$ cat src/rtl/servo_motors.sv
// rtl/servo_motors.sv - single-channel RC-servo PWM generator with frame-aligned width updates
module servo_motors #(
   parameter int CLK_HZ    = 50_000_000,
   parameter int PERIOD    = 1_000_000,
   parameter int PULSE_MIN = 50_000,
   parameter int PULSE_MAX = 100_000,
   parameter int CNT_W     = 20
) (
   input  logic mclk,
   input  logic reset,
   input  logic control_input,
   input  logic main_program,
   output logic servo
);

   // Constants narrowed once to counter width so every compare is CNT_W-bit unsigned.
   localparam logic [CNT_W-1:0] LAST_CNT  = CNT_W'(PERIOD - 1);
   localparam logic [CNT_W-1:0] WIDTH_MIN = CNT_W'(PULSE_MIN);
   localparam logic [CNT_W-1:0] WIDTH_MAX = CNT_W'(PULSE_MAX);

   // Refuse to elaborate with a counter too narrow for the frame or a nonsensical clock.
   if (CLK_HZ <= 0 || (64'd1 << CNT_W) < 64'(PERIOD) || PULSE_MAX >= PERIOD) begin : g_param_check
      $error("servo_motors: inconsistent parameters");
   end

   logic             ctl_meta;
   logic             ctl_s;
   logic             en_meta;
   logic             en_s;
   logic [CNT_W-1:0] counter;
   logic [CNT_W-1:0] width_active;
   logic [CNT_W-1:0] width_next;

   // Width selected by the synchronized command; only sampled at reload points.
   assign width_next = ctl_s ? WIDTH_MAX : WIDTH_MIN;

   // Two-flop synchronizers for the asynchronous command and enable inputs.
   always_ff @(posedge mclk or negedge reset) begin
      if (!reset) begin
         ctl_meta <= 1'b0;
         ctl_s    <= 1'b0;
         en_meta  <= 1'b0;
         en_s     <= 1'b0;
      end else begin
         ctl_meta <= control_input;
         ctl_s    <= ctl_meta;
         en_meta  <= main_program;
         en_s     <= en_meta;
      end
   end

   // Frame counter, latched width and registered output; width changes only at frame ends.
   always_ff @(posedge mclk or negedge reset) begin
      if (!reset) begin
         counter      <= '0;
         width_active <= WIDTH_MIN;
         servo        <= 1'b0;
      end else if (!en_s) begin
         counter      <= '0;
         width_active <= width_next;
         servo        <= 1'b0;
      end else begin
         servo <= (counter < width_active);
         if (counter == LAST_CNT) begin
            counter      <= '0;
            width_active <= width_next;
         end else begin
            counter <= counter + 1'b1;
         end
      end
   end

endmodule

$ cat config.mk
export PLATFORM = sky130hd
export DESIGN_NAME = servo_motors
export DESIGN_NICKNAME = d
export VERILOG_FILES = /design/src/rtl/servo_motors.sv
export SDC_FILE = /design/constraint.sdc
export NUM_CORES = 1
export LEC_CHECK = 0
export BUFFER_PORTS_ARGS = -buffer_cell sky130_fd_sc_hd__buf_2
export CAP_MARGIN = 15
export CORE_UTILIZATION = 47
export DETAILED_ROUTE_END_ITERATION = 10
export PLACE_DENSITY = 0.73
export SLEW_MARGIN = 40
export SYNTH_ARGS = -nofsm -noshare
export SYNTH_HDL_FRONTEND = slang
export SYNTH_SLANG_ARGS = --single-unit
$ cat constraint.sdc
create_clock -name mclk -period 2.9 [get_ports mclk]
set_clock_uncertainty 0.2 [all_clocks]
set_input_delay 0.435 -clock mclk [delete_from_list [all_inputs] [get_ports mclk]]
set_output_delay 0.435 -clock mclk [all_outputs]
set_load 0.005 [all_outputs]
* Word-level counts from Yosys, hierarchy flattened
Index checks and enable logic that the tools add are counted.
Operators by class: $add $sub $neg 1, order comparisons 1, equality and inequality tests 2, muxes and demuxes 6
Operators by type and width (number):
- $mux W20 | 4
- $add A20 B1 Y20 const B | 1
- $eq A20 B20 Y1 const B | 1
- $lt A20 B20 Y1 | 1
- $mux W17 | 1
- $ne A2 B1 Y1 const B | 1
- $mux W1 | 1
Storage, ports and cells: flip-flop bits (word level) 45, input port bits 4, output and inout bits 1

* Longest topological paths before layout
word-level depth 3, mapped depth 6

* Worst setup path after synthesis
No wires, ideal clock.
path type register to register, from register counter[7], to register servo, library setup time 0.088 ns, arrival time 1.401 ns, data required time 2.612 ns, setup slack 1.210 ns, cell stages (with the launch flop) 6, buffers on the path 0, period minus slack after synthesis 1.690 ns, path through dfrtp_1 -> ha_1 -> a211o_1 -> a31oi_1 -> o31ai_1 -> a41oi_1
Between the ends: cells in the longest elaborated chain, start to end 2
Ends and longest elaborated chain:
- start: declaration | RTL line 30 | logic [CNT_W-1:0] counter;
- start signal: assignment | RTL line 68 | counter <= counter + 1'b1;
- $lt A20 B20 Y1 | RTL line 63 | servo <= (counter < width_active);
- $mux W1 | RTL line 58 | end else if (!en_s) begin
- end signal: assignment | RTL line 63
- end: declaration | RTL line 13 | output logic servo
Every way passes these cells. A chain may end at the register's enable or synchronous reset.

* Worst setup path in the final report
from register counter[0], to register width_active[14]
Between the ends: cells in the longest elaborated chain, start to end 2
Ends and longest elaborated chain:
- $eq A20 B20 Y1 | RTL line 64 | if (counter == LAST_CNT) begin
- $ne A2 B1 Y1 (no source line)
- end signal: assignment | RTL line 60 | width_active <= width_next;
- end signal: assignment | RTL line 66 | width_active <= width_next;
- end: declaration | RTL line 31 | logic [CNT_W-1:0] width_active;
Every way passes these cells.

==> impl_table.tex <==
\begin{tabular}{lr}
\hline
Metric & Value \\
\hline
\multicolumn{2}{l}{\textbf{Power}} \\
Worst voltage drop across the vdd grid & approximately 0.50 mV \\
Total power divided by cell area & 405 nW/um\^{}2 \\
Switching part of the total & 23.8\% \\
Logic gate share of total power & 6.6\% \\
Part of the power in the clock network & 27.3\% \\
Net switching power figure & 0.142 mW \\
Sequential group share of total power & 66.1\% \\
Internal power & 0.454 mW \\
Leakage power & 0.697 nW \\
\multicolumn{2}{l}{\textbf{Timing}} \\
Achievable frequency & 480 MHz \\
Pin slew with the least headroom to its limit & a little under 0.6 ns \\
Final worst slack & 0.815 ns \\
Unrepaired setup endpoints after global routing & no \\
Total Neg Setup Slack & 0 ns \\
Worst slew margin & 60.4\% \\
Hold Violations, Final & 0 \\
Minimum clock period after layout & 2.09 ns \\
Max Transition Viols Final & 0 \\
Worst hold slack & 0.172 ns \\
Final period utilization & a little under three quarters \\
Number of failing setup endpoints in the final timing report & 0 \\
\multicolumn{2}{l}{\textbf{Global routing}} \\
Grt met1 use & 21.0\% \\
Initial antenna violation count & 0 \\
Global-route total usage across every layer & $\sim$16\% \\
Congestion Overflow GR & 0 \\
Vias in the first global route & 954 \\
Global-route layer with the greatest usage & met2 \\
Routing usage on met3 & under 10\% \\
Pin count of the biggest net entering global routing & 28 \\
M2 GR Usage & between 20\% and 30\% \\
First-pass GRT wire length & 4080 um \\
\multicolumn{2}{l}{\textbf{CTS}} \\
Number of sinks on the clock net & 27 \\
Maximum clock path buffer count & 2 \\
Root Buffer & clkbuf\_4 \\
Count of instances resized after the clock tree is built & 0 \\
Clock network latency to the later pin of the worst-skew pair & 0.32 ns \\
Number of post-CTS setup repair buffers & 0 \\
Clk slew on worst S/H paths & between 0.1 and 0.15 ns \\
TritonCTS clock tree & done \\
Number of CTS-inserted buffers & 3 \\
Total of hold buffers inserted after clock tree synthesis & 3 \\
\# H-tree levels & 1 \\
\multicolumn{2}{l}{\textbf{Synthesis}} \\
Number of instances in the synthesized netlist & 125 \\
\#FFs+latches synth & 27 \\
Main combinational cell family by area after synthesis & simple AND/OR/NAND/NOR gates \\
Post-synthesis compound-gate area fraction & under 10\% \\
Simple-gate portion of the synthesized area & 23.8\% \\
Synthesized net count & 137 \\
Multiplexer area fraction after synthesis & 0\% \\
Fraction of the yosys area taken by sequential cells & 49.2\% \\
Post-synthesis xor/xnor area fraction & 11.5\% \\
Post-Synthesis Cell Area & 1380 um\^{}2 \\
Post-synthesis share of cell area spent on full adders, half adders and majority gates & 7.28\% \\
Mapped Avg Cell Area & 11.0 um\^{}2 \\
Syn. warnings & 0 \\
Distinct cell type count after synthesis & 33 \\
\multicolumn{2}{l}{\textbf{Routing}} \\
Router iterations before antenna repair & 2 \\
Final routed DRC violation total & 0 \\
Number of antenna-violating nets in the routed design & 0 \\
Via density & 5.51 \\
Routed via count & 909 \\
Wire length per cell & between 10 and 15 um \\
Detailed router's first-iteration violation count & 20 \\
Routed Wire Length & 2210 um \\
\multicolumn{2}{l}{\textbf{Critical path}} \\
Buffering stage count on the worst path with inverters included & 0 \\
WP data arrival & 2.16 ns \\
Critical path launch point type & flip-flop \\
Cell Chain, Critical Path & ha\_1, nand4\_2, or2\_1, o21ai\_4, nand2\_1, o21a\_1 \\
CP top delay family & compound AO/OA/AOI/OAI gates \\
Maximum cell stage delay along the critical path & 0.52 ns \\
Endpoint class of the critical path & flip-flop \\
Data required time at the worst endpoint & 2.98 ns \\
Crit path kind & flip-flop to flip-flop \\
Highest net fanout along the worst path & 22 \\
Slowest stage cell, crit path & o21ai\_4 \\
\multicolumn{2}{l}{\textbf{Floorplan}} \\
Floorplan core area & 2760 um\^{}2 \\
Top-level I/O count & 5 \\
Height of the chip & about 56 um \\
FP Rows & 19 \\
Initial cell density of the core & 49.9\% \\
Full die area & 3150 um\^{}2 \\
Horizontal die dimension & between 50 and 60 um \\
\multicolumn{2}{l}{\textbf{Placed design}} \\
Gpl congestion & 0.808 \\
Placed wire-length estimate after detailed placement & 1570 um \\
Post-Place Setup Slack & between 0.8 and 0.9 ns \\
Number of placed instances with taps included & around 160 \\
Count of buffers inserted at the top-level ports & 4 \\
\multicolumn{2}{l}{\textbf{Finish}} \\
Area added between synthesis and finish & 7.01\% \\
Layout net count & 147 \\
Post-route insts no fill & 165 \\
Antenna diode count & 0 \\
Fraction of layout instances using a drive strength above 1 & 14.2\% \\
Fin util & 53.4\% \\
\multicolumn{2}{l}{\textbf{Flow run}} \\
Max cap viols & 0 \\
\multicolumn{2}{l}{\textbf{Status}} \\
Result of the run & finished, final reports clean \\
\multicolumn{2}{l}{\textbf{Worst hold path}} \\
Class of the worst hold path & flip-flop to flip-flop \\
\hline
\end{tabular}
[logic make-up (layout without fill, tap and decap cells)]
group,count (synthesis),after routing
compound gates,9,9
simple gates,57,57
flops,27,27
xor+xnor,18,18
buf+inv,6,15
fa+ha+maj,8,8
[worst reg2reg max path: cells and delay by family, from the launching register on]
family,cells,cell delay [ns]
simple gates,3,0.54
compound gates,2,0.65
fa+ha+maj,1,0.23
flops,1,0.42
[cells in the final DEF, fill, tap and decap left out, drive strengths merged]
cell          n
nand3         8
nor3          2
a211o         1
nor4          1
nor4b         1
a31oi         1
a41oi         1
or2           1
dfstp         1
nand4         7
buf           4
and3          3
inv           4
o31ai         1
nor4bb        1
xnor2         7
xor2         11
a21o          1
o21ai         2
dlygate4sd3   3
nor2         24
dfrtp        26
and4          2
clkbuf        3
nand2         5
ha            8
o21a          1
clkinvlp      1
o211ai        1
nand2b        1
and2          1
[per-layer routing]
metal | share of wire [%] | vias to the layer above
met3 | 2.8 | 2
met1 | 49 | 450
li1 | - | 449
met2 | 48 | 8
met5 | 0 | -
met4 | 0.63 | 0
[cell usage after synthesis]
| library cell | count | area (um^2) |
|---|---|---|
| o21a_1 | 1 | 7.51 |
| or2_1 | 1 | 6.26 |
| a21o_1 | 1 | 7.51 |
| nand2_1 | 5 | 18.8 |
| nand3_2 | 1 | 10.0 |
| nand3_1 | 7 | 35.0 |
| nor2_2 | 2 | 12.5 |
| a41oi_1 | 1 | 8.76 |
| and4_4 | 2 | 22.5 |
| ha_1 | 8 | 100 |
| o21ai_1 | 1 | 5.00 |
| nor4bb_1 | 1 | 10.0 |
| nand4_1 | 4 | 25.0 |
| nor4b_1 | 1 | 8.76 |
| a211o_1 | 1 | 8.76 |
| nor2_1 | 22 | 82.6 |
| nor3_4 | 1 | 16.3 |
| a31oi_1 | 1 | 6.26 |
| nor3_1 | 1 | 5.00 |
| o21ai_4 | 1 | 16.3 |
| nand4_2 | 3 | 37.5 |
| xor2_1 | 11 | 96.3 |
| inv_1 | 4 | 15.0 |
| and3_1 | 3 | 18.8 |
| xnor2_1 | 7 | 61.3 |
| buf_6 | 2 | 22.5 |
| nand2b_1 | 1 | 6.26 |
| nor4_1 | 1 | 6.26 |
| o31ai_1 | 1 | 7.51 |
| o211ai_1 | 1 | 7.51 |
| and2_1 | 1 | 6.26 |
| dfrtp_1 | 26 | 651 |
| dfstp_2 | 1 | 26.3 |
[power groups by stage]
stage,logic (mW),clock network (mW),registers [mW]
after global placement,0.0354,0,0.400
final,0.0394,0.163,0.394
after floorplan,0.0249,0,0.399
after CTS,0.0404,0.172,0.394
after detailed placement,0.0371,0,0.401
after global routing,0.0470,0.183,0.396
[state kept, by name, summed over array words and instances, names as in the netlist]
register and count:
counter 20, ctl_meta 1, ctl_s 1, en_meta 1
en_s 1, servo 1, width_active 2
[stage by stage]
stage / instance area (um^2) / total power, mW
finish: 1470 / 0.596
floorplan: 1380 / 0.424
detailed placement: 1410 / 0.438
global route: 1470 / 0.625
CTS: 1470 / 0.606
global placement: 1410 / 0.436
[final timing paths]
path | startpoint | endpoint | slack, ns | cells after the start
worst max register to register | counter[0] | width_active[14] | 0.81 | 6
worst max-delay path | counter[0] | width_active[14] | 0.81 | 6
worst min-delay path | ctl_meta | ctl_s | 0.17 | 0
max in group asynchronous | reset | width_active[14] | 1.70 | 2
worst min register to register | ctl_meta | ctl_s | 0.17 | 0
min in group asynchronous | reset | counter[5] | 0.42 | 2
[cell type report]
type,count,area [um^2]
Sequential cell,27,677
Clock buffer,3,22.5
Inverter,4,15.0
Tap cell,31,38.8
Timing Repair Buffer,7,50.0
Multi-Input combinational cell,92,661
Clock inverter,1,7.51
Fill cell,241,1290
(Power assumes the default switching activity.)
